`config.mk`:
```
export PLATFORM = sky130hd
export DESIGN_NAME = icache_fill_ctrl
export DESIGN_NICKNAME = d
export VERILOG_FILES = /design/src/rtl/icache_fill_ctrl_pkg.sv /design/src/rtl/icache_fill_ctrl_mshr.sv /design/src/rtl/icache_fill_ctrl.sv
export SDC_FILE = /design/constraint.sdc
export NUM_CORES = 1
export LEC_CHECK = 0
export CAP_MARGIN = 40
export CORE_UTILIZATION = 28
export CTS_CLUSTER_DIAMETER = 40
export CTS_CLUSTER_SIZE = 40
export DETAILED_ROUTE_END_ITERATION = 6
export GPL_TIMING_DRIVEN = 0
export SLEW_MARGIN = 5
export SYNTH_ARGS = -nofsm -noshare
export SYNTH_HDL_FRONTEND = slang
export SYNTH_SLANG_ARGS = --single-unit
```
`constraint.sdc`:
```
create_clock -name clk -period 11.63 [get_ports clk]
set_clock_uncertainty 0.2 [all_clocks]
set_input_delay 1.7445 -clock clk [delete_from_list [all_inputs] [get_ports clk]]
set_output_delay 1.7445 -clock clk [all_outputs]
set_load 0.01 [all_outputs]
```
`src/rtl/icache_fill_ctrl_pkg.sv`:
```
// Shared types and constants for the I-cache miss/fill controller.
// Contents: bus command encoding, MSHR entry layout, cache geometry
// (index/tag/line-offset widths) and the line-to-byte-address helper.
package icache_fill_ctrl_pkg;

  localparam int ADDR_W       = 32;
  localparam int ICACHE_IDX_W = 7;
  localparam int LINE_OFF_W   = 3;
  localparam int ICACHE_TAG_W = ADDR_W - ICACHE_IDX_W - LINE_OFF_W;
  localparam int LINE_ADDR_W  = ICACHE_TAG_W + ICACHE_IDX_W;
  localparam int LINE_W       = 64;
  localparam int NUM_MSHR     = 4;
  localparam int MSHR_IDX_W   = 2;
  localparam int PF_DEPTH     = 2;
  localparam int MEM_TAG_W    = 4;

  typedef enum logic [1:0] {
    BUS_NONE  = 2'h0,
    BUS_LOAD  = 2'h1,
    BUS_STORE = 2'h2
  } bus_cmd_e;

  typedef struct packed {
    logic                   vld;
    logic                   sent;
    logic                   is_pf;
    logic [LINE_ADDR_W-1:0] line;
    logic [MEM_TAG_W-1:0]   mem_tag;
  } mshr_entry_t;

  function automatic logic [ADDR_W-1:0] line_to_addr(input logic [LINE_ADDR_W-1:0] line);
    return {line, {LINE_OFF_W{1'b0}}};
  endfunction

endpackage

```
`src/rtl/icache_fill_ctrl_mshr.sv`:
```
// MSHR table for the I-cache fill controller.
// Holds NUM_MSHR outstanding line requests and provides:
//   dmd_line_i/dmd_match_o  line CAM for the demand lookup
//   pf_line_i/pf_match_o    line CAM for the prefetch probe
//   free_avail_o, alloc_*   one allocation per cycle via a circular pointer
//   iss_vld_o/iss_line_o    oldest valid-but-unsent entry; iss_resp_i != 0
//                           marks it sent and records the memory tag
//   ret_tag_i/ret_hit_o     memory tag match against sent entries; a hit
//                           frees the entry at the same edge
module icache_mshr
  import icache_fill_ctrl_pkg::*;
(
  input  logic                   clk,
  input  logic                   rst,
  input  logic [LINE_ADDR_W-1:0] dmd_line_i,
  output logic                   dmd_match_o,
  input  logic [LINE_ADDR_W-1:0] pf_line_i,
  output logic                   pf_match_o,
  output logic                   free_avail_o,
  input  logic                   alloc_en_i,
  input  logic [LINE_ADDR_W-1:0] alloc_line_i,
  input  logic                   alloc_is_pf_i,
  output logic                   iss_vld_o,
  output logic [LINE_ADDR_W-1:0] iss_line_o,
  input  logic [MEM_TAG_W-1:0]   iss_resp_i,
  input  logic [MEM_TAG_W-1:0]   ret_tag_i,
  output logic                   ret_hit_o,
  output logic [LINE_ADDR_W-1:0] ret_line_o
);

  mshr_entry_t             ent_q [NUM_MSHR];
  mshr_entry_t             ent_d [NUM_MSHR];
  // older_q[i][j] = entry i was allocated before entry j
  logic [NUM_MSHR-1:0]     older_q [NUM_MSHR];
  logic [NUM_MSHR-1:0]     older_d [NUM_MSHR];
  logic [MSHR_IDX_W-1:0]   alloc_ptr_q, alloc_ptr_d;

  logic [MSHR_IDX_W-1:0]   alloc_slot;
  logic [MSHR_IDX_W-1:0]   iss_sel;
  logic [MSHR_IDX_W-1:0]   ret_sel;
  logic [NUM_MSHR-1:0]     cand;
  logic                    blk;
  logic [MSHR_IDX_W-1:0]   slot;

  always_comb begin
    dmd_match_o  = 1'b0;
    pf_match_o   = 1'b0;
    free_avail_o = 1'b0;
    alloc_slot   = '0;
    iss_vld_o    = 1'b0;
    iss_sel      = '0;
    ret_hit_o    = 1'b0;
    ret_sel      = '0;
    cand         = '0;
    blk          = 1'b0;
    slot         = '0;

    for (int i = 0; i < NUM_MSHR; i++) begin
      if (ent_q[i].vld && ent_q[i].line == dmd_line_i) dmd_match_o = 1'b1;
      if (ent_q[i].vld && ent_q[i].line == pf_line_i)  pf_match_o  = 1'b1;
      cand[i] = ent_q[i].vld & ~ent_q[i].sent;
    end

    // First free slot at or after the alloc pointer; scanned backwards so
    // the nearest one wins.
    for (int k = NUM_MSHR - 1; k >= 0; k--) begin
      slot = alloc_ptr_q + MSHR_IDX_W'(k);
      if (!ent_q[slot].vld) begin
        free_avail_o = 1'b1;
        alloc_slot   = slot;
      end
    end

    // Oldest unsent: the candidate no other candidate is older than.
    for (int i = 0; i < NUM_MSHR; i++) begin
      if (cand[i]) begin
        blk = 1'b0;
        for (int j = 0; j < NUM_MSHR; j++) begin
          if (cand[j] && older_q[j][i]) blk = 1'b1;
        end
        if (!blk) begin
          iss_vld_o = 1'b1;
          iss_sel   = MSHR_IDX_W'(i);
        end
      end
    end

    // Tag 0 means "no data"; stale tags of freed entries never match.
    for (int i = NUM_MSHR - 1; i >= 0; i--) begin
      if (ret_tag_i != '0 && ent_q[i].vld && ent_q[i].sent &&
          ent_q[i].mem_tag == ret_tag_i) begin
        ret_hit_o = 1'b1;
        ret_sel   = MSHR_IDX_W'(i);
      end
    end
  end

  assign iss_line_o = ent_q[iss_sel].line;
  assign ret_line_o = ent_q[ret_sel].line;

  always_comb begin
    ent_d       = ent_q;
    older_d     = older_q;
    alloc_ptr_d = alloc_ptr_q;

    if (iss_vld_o && iss_resp_i != '0) begin
      ent_d[iss_sel].sent    = 1'b1;
      ent_d[iss_sel].mem_tag = iss_resp_i;
    end

    if (ret_hit_o) ent_d[ret_sel].vld = 1'b0;

    // Free vector is the pre-edge one, so a slot freed this cycle is only
    // reusable next cycle.
    if (alloc_en_i && free_avail_o) begin
      ent_d[alloc_slot].vld     = 1'b1;
      ent_d[alloc_slot].sent    = 1'b0;
      ent_d[alloc_slot].is_pf   = alloc_is_pf_i;
      ent_d[alloc_slot].line    = alloc_line_i;
      ent_d[alloc_slot].mem_tag = '0;
      alloc_ptr_d               = alloc_slot + 1'b1;
      for (int j = 0; j < NUM_MSHR; j++) begin
        older_d[j][alloc_slot] = ent_q[j].vld;
      end
      older_d[alloc_slot] = '0;
    end
  end

  always_ff @(posedge clk) begin
    if (rst) begin
      for (int i = 0; i < NUM_MSHR; i++) ent_q[i].vld <= 1'b0;
      alloc_ptr_q <= '0;
    end else begin
      ent_q       <= ent_d;
      older_q     <= older_d;
      alloc_ptr_q <= alloc_ptr_d;
    end
  end

endmodule

```
`src/rtl/icache_fill_ctrl.sv`:
```
// I-cache miss/fill controller.
// Detects demand misses, tracks them in the MSHR table, issues line loads
// on the tagged memory bus, writes returned lines into the cache and runs a
// sequential next-line prefetcher that probes the cache ahead of the last
// demand miss.
// Ports:
//   clk, rst                      clock, synchronous active-high reset
//   if_req_i, if_pc_i             fetch request and byte address
//   rd_idx_o, rd_tag_o, rd_hit_i  demand lookup into the cache array
//   pf_idx_o, pf_tag_o, pf_hit_i  prefetch probe into the cache array
//   wr_en_o, wr_idx_o, wr_tag_o,
//   wr_data_o                     registered line fill
//   proc2mem_command_o/addr_o     load request (combinational)
//   mem2proc_response_i           accept tag for the request (0 = stall)
//   mem2proc_data_i/tag_i         returned line and its transaction tag
module icache_fill_ctrl
  import icache_fill_ctrl_pkg::*;
(
  input  logic                    clk,
  input  logic                    rst,
  input  logic                    if_req_i,
  input  logic [ADDR_W-1:0]       if_pc_i,
  output logic [ICACHE_IDX_W-1:0] rd_idx_o,
  output logic [ICACHE_TAG_W-1:0] rd_tag_o,
  input  logic                    rd_hit_i,
  output logic [ICACHE_IDX_W-1:0] pf_idx_o,
  output logic [ICACHE_TAG_W-1:0] pf_tag_o,
  input  logic                    pf_hit_i,
  output logic                    wr_en_o,
  output logic [ICACHE_IDX_W-1:0] wr_idx_o,
  output logic [ICACHE_TAG_W-1:0] wr_tag_o,
  output logic [LINE_W-1:0]       wr_data_o,
  output logic [1:0]              proc2mem_command_o,
  output logic [ADDR_W-1:0]       proc2mem_addr_o,
  input  logic [MEM_TAG_W-1:0]    mem2proc_response_i,
  input  logic [LINE_W-1:0]       mem2proc_data_i,
  input  logic [MEM_TAG_W-1:0]    mem2proc_tag_i
);

  logic [LINE_ADDR_W-1:0] dmd_line;
  logic                   dmd_match, pf_match, free_avail;
  logic                   dmd_alloc, pf_alloc, pf_probe_miss, pf_adv;
  logic                   alloc_en, alloc_is_pf;
  logic [LINE_ADDR_W-1:0] alloc_line;
  logic                   iss_vld, ret_hit;
  logic [LINE_ADDR_W-1:0] iss_line, ret_line;

  logic                   pf_active_q, pf_active_d;
  logic [LINE_ADDR_W-1:0] pf_line_q, pf_line_d;
  logic [LINE_ADDR_W-1:0] pf_limit_q, pf_limit_d;
  logic                   wr_en_q, wr_en_d;
  logic [LINE_ADDR_W-1:0] wr_line_q, wr_line_d;
  logic [LINE_W-1:0]      wr_data_q, wr_data_d;

  assign dmd_line = if_pc_i[ADDR_W-1:LINE_OFF_W];
  assign rd_idx_o = if_pc_i[ICACHE_IDX_W+LINE_OFF_W-1:LINE_OFF_W];
  assign rd_tag_o = if_pc_i[ADDR_W-1:ICACHE_IDX_W+LINE_OFF_W];

  assign pf_idx_o = pf_active_q ? pf_line_q[ICACHE_IDX_W-1:0] : '0;
  assign pf_tag_o = pf_active_q ? pf_line_q[LINE_ADDR_W-1:ICACHE_IDX_W] : '0;

  icache_mshr u_mshr (
    .clk          (clk),
    .rst          (rst),
    .dmd_line_i   (dmd_line),
    .dmd_match_o  (dmd_match),
    .pf_line_i    (pf_line_q),
    .pf_match_o   (pf_match),
    .free_avail_o (free_avail),
    .alloc_en_i   (alloc_en),
    .alloc_line_i (alloc_line),
    .alloc_is_pf_i(alloc_is_pf),
    .iss_vld_o    (iss_vld),
    .iss_line_o   (iss_line),
    .iss_resp_i   (mem2proc_response_i),
    .ret_tag_i    (mem2proc_tag_i),
    .ret_hit_o    (ret_hit),
    .ret_line_o   (ret_line)
  );

  always_comb begin
    // Demand wins the single allocation slot; prefetch only takes it when
    // the probe misses both the cache and the MSHR table.
    dmd_alloc     = if_req_i & ~rd_hit_i & ~dmd_match & free_avail;
    pf_probe_miss = pf_active_q & ~pf_hit_i & ~pf_match;
    pf_alloc      = pf_probe_miss & ~dmd_alloc & free_avail;
    pf_adv        = pf_active_q & ~dmd_alloc & (~pf_probe_miss | pf_alloc);
    alloc_en      = dmd_alloc | pf_alloc;
    alloc_line    = dmd_alloc ? dmd_line : pf_line_q;
    alloc_is_pf   = ~dmd_alloc;

    pf_active_d = pf_active_q;
    pf_line_d   = pf_line_q;
    pf_limit_d  = pf_limit_q;
    if (dmd_alloc) begin
      pf_active_d = 1'b1;
      pf_line_d   = dmd_line + 1'b1;
      pf_limit_d  = dmd_line + LINE_ADDR_W'(PF_DEPTH);
    end else if (pf_adv) begin
      // Equality test on the limit keeps the window correct across wrap.
      if (pf_line_q == pf_limit_q) pf_active_d = 1'b0;
      pf_line_d = pf_line_q + 1'b1;
    end

    wr_en_d   = ret_hit;
    wr_line_d = ret_hit ? ret_line : wr_line_q;
    wr_data_d = ret_hit ? mem2proc_data_i : wr_data_q;
  end

  always_ff @(posedge clk) begin
    if (rst) begin
      pf_active_q <= 1'b0;
      wr_en_q     <= 1'b0;
    end else begin
      pf_active_q <= pf_active_d;
      wr_en_q     <= wr_en_d;
    end
  end

  always_ff @(posedge clk) begin
    pf_line_q  <= pf_line_d;
    pf_limit_q <= pf_limit_d;
    wr_line_q  <= wr_line_d;
    wr_data_q  <= wr_data_d;
  end

  assign wr_en_o   = wr_en_q;
  assign wr_idx_o  = wr_line_q[ICACHE_IDX_W-1:0];
  assign wr_tag_o  = wr_line_q[LINE_ADDR_W-1:ICACHE_IDX_W];
  assign wr_data_o = wr_data_q;

  assign proc2mem_command_o = iss_vld ? BUS_LOAD : BUS_NONE;
  assign proc2mem_addr_o    = iss_vld ? line_to_addr(iss_line) : '0;

endmodule

```
==> flow_summary.ini <==
[yosys]
synth_top_cell_area_share_pct = 51.15
synth_seq_cells = 311
syn_area_um2 = 17790
ys_async_sr_fraction_pct = 0
syn_inst = 1622
ys_warn_count = 0
syn_area_per_cell_um2 = 10.97
synth_area_leaders = edfxtp_1, xnor2_1, nor2_1
yosysSeqAreaShare_pct = 52.05
yosys_most_used_dff = edfxtp_1
synth_area_leader_cell = edfxtp_1
yosysUniqueCellTypes = 56
synth_edf_count = 303

[worst_setup_path]
slowest_delay_ns = 0.74
critPathLaunch = if_pc_i[4]
crit_chain = clkdlybuf4s50_1, buf_2, xor2_1, nor4_1, nand4_1, or4_4, nand3_4, buf_6, mux2i_1, inv_1, ha_1, nand4_1, or2_2, or3_1, nor4_1, mux2i_1, xor2_1
crit_fanout = 10
worst-r2r-cell-count = 15
cp_slowest_cell = nor4_1
rrSetupSlack_ns = 5.90
crit_cells = 17
cp-endpoint = pf_line_q[26]
arrival_ns = 7.23
path_delay_family = simple AND/OR/NAND/NOR gates
end_kind = register
timing_worst_setup_path_type = input port to register
worst-path-buf-inv = 4
worst_setup_path_start_kind = input port
r2r_end = pf_line_q[26]
cp_data_required_time_ns = 11.76
rr_startpoint = u_mshr.ent_q[98]

[sta]
drv_slew = 0
fmax_mhz = 140.7
worst_pin_slew_ns = 0.9696
fin_crit_ns = 7.107
max_slew_margin_pct = 35.01
finalHoldViolCount = 0
timing.final.crit_share_pct = 61.11
fin_tns_setup_ns = 0
rsz0062_at_grt = false
setup_violations = 0

[floorplanning]
io_pins = 295
fp-row-count = 92
die_w_um = 254.0
start_util_pct = 28.25
dieArea_um2 = 64540
die_y_um = 254.0
core_um2 = 62970

[routing]
routed_via_density = 5.204
totalWireLength_mm = 75.65
post_drt_wl_per_cell_um = 26.53
drtAntennaViolNets = 0
vias = 14840
drt_iter0_drc = 1949
drc = 0
drtPass1Iterations = 6

[final_layout]
drive_gt1_share_pct = 10.79
fin_nets = 2072
layout_common_cells = edfxtp_1, xnor2_1, clkdlybuf4s50_1
register_area_um2 = 9259
multi_input_area_um2 = 7689
finalInstanceArea_um2 = 23630
final_common_cell = edfxtp_1
areaGrowthSynthToFinish_pct = 32.82
fill_cells = 6206

[hold_path]
hp-start = u_mshr.alloc_ptr_q[0]
min_path_type = register to register

[cts]
cts_max_level = 2
cts_root_buf = clkbuf_16
cts_num_sinks = 311
clkTransAtPathRegs_ns = 0.05
cts_tree = done
cts_buffers = 54
insertion_delay_ns = 0.61
holdBufCountCts = 0
ctsResizeCount = 0
ctsLongestPathBuffers = 3
cts_setup_buffers = 0

[placed_design]
place_area_um2 = 21770
io_buffers = 259
gp_congestion = 1.051
place_hpwl_mm = 58.62

[global_route]
track_usage_pct = 23.01
grt_pass1_vias = 14170
grt_max_degree = 39
antenna_found_initial = 4
globalRouteOverflowTotal = 0
grt_pass1_wl_mm = 105.2

[flow_run]
maxCapViolations = 0

[power]
leakagePower_nw = 8.088
power_density_nw_per_um2 = 153.5
irDropWorstVdd_mv = 0.1094

[status]
status = completed
## routing by layer
metal,part of all wire [%],routed length (µm),vias to the layer above,GRT usage (%)
met5,0.017,13,-,0
met4,3.7,2821,2,9.071
met3,9.2,6931,131,4.876
met2,45,34300,849,35.55
met1,42,31580,7389,31.22
li1,-,-,6467,-
## where the power goes
group | total [mW] | internal, mW | switching (mW)
registers | 1.36 | 1.31 | 0.0536
logic | 0.659 | 0.249 | 0.410
clock network | 1.60 | 0.984 | 0.619
total | 3.63 | 2.54 | 1.08
## stage by stage
stage	cells	setup WS (ns)	utilization [%]	total power [mW]	hold slack, ns
global placement	2730	2.273	34.07	2.010	0.3084
global route	2849	4.320	37.51	3.743	0.3758
detailed placement	2747	4.023	34.58	2.027	0.3366
CTS	2848	4.643	37.51	3.641	0.3496
floorplan	1625	4.878	-	1.730	0.2664
finish	2851	4.523	37.52	3.625	0.3509
## Yosys cell counts (all sizes together) (30+ instances only)
| cell | instances |
|---|---|
| edfxtp | 303 |
| xnor2 | 265 |
| nor2 | 225 |
| nand2 | 115 |
| buf | 89 |
| mux2i | 79 |
| clkbuf | 71 |
| nand4 | 69 |
| xor2 | 62 |
| and2 | 42 |
| a22oi | 37 |
| nand3 | 34 |
| nor4 | 30 |
## logic make-up after synthesis
logic type | count (synthesis) | share of synthesized area (%)
AO/OA/AOI/OAI | 148 | 6.683
XOR/XNOR | 327 | 16.10
adder cells (fa/ha/maj) | 6 | 0.4220
buffers and inverters | 177 | 4.952
flip-flops | 311 | 52.05
multiplexers | 80 | 4.509
other | 1 | 0.02108
AND/OR/NAND/NOR | 572 | 15.26
## layout make-up
cell class	instances	share of cell area (%)
diodes	3	0.03178
plain buffers	160	3.448
clock buffers	55	5.736
clock inverters	46	2.076
inverters	17	0.2807
multi-input cells	1137	32.54
flip-flops and latches	311	39.19
well taps	846	4.480
repair buffers	276	12.21
## state kept, by name (all words and copies together), names as in the netlist
| signal | count |
|---|---|
| pf_line_q | 29 |
| wr_data_o | 64 |
| u_mshr.alloc_ptr_q | 2 |
| u_mshr.older_q | 16 |
| wr_en_o | 1 |
| pf_active_q | 1 |
| pf_limit_q | 29 |
| u_mshr.ent_q | 140 |
| wr_line_q | 29 |
## worst min-delay path by stage
| stage | to | cells after the start | slack, ns |
|---|---|---|---|
| finish | u_mshr.alloc_ptr_q[0] | 1 | 0.35 |
| floorplan | pf_active_q | 2 | 0.27 |
| detailed placement | u_mshr.alloc_ptr_q[0] | 1 | 0.34 |
| global placement | u_mshr.alloc_ptr_q[1] | 2 | 0.31 |
| CTS | u_mshr.alloc_ptr_q[0] | 1 | 0.35 |
| global route | u_mshr.alloc_ptr_q[1] | 2 | 0.38 |
Power figures use the tool's default switching activity.
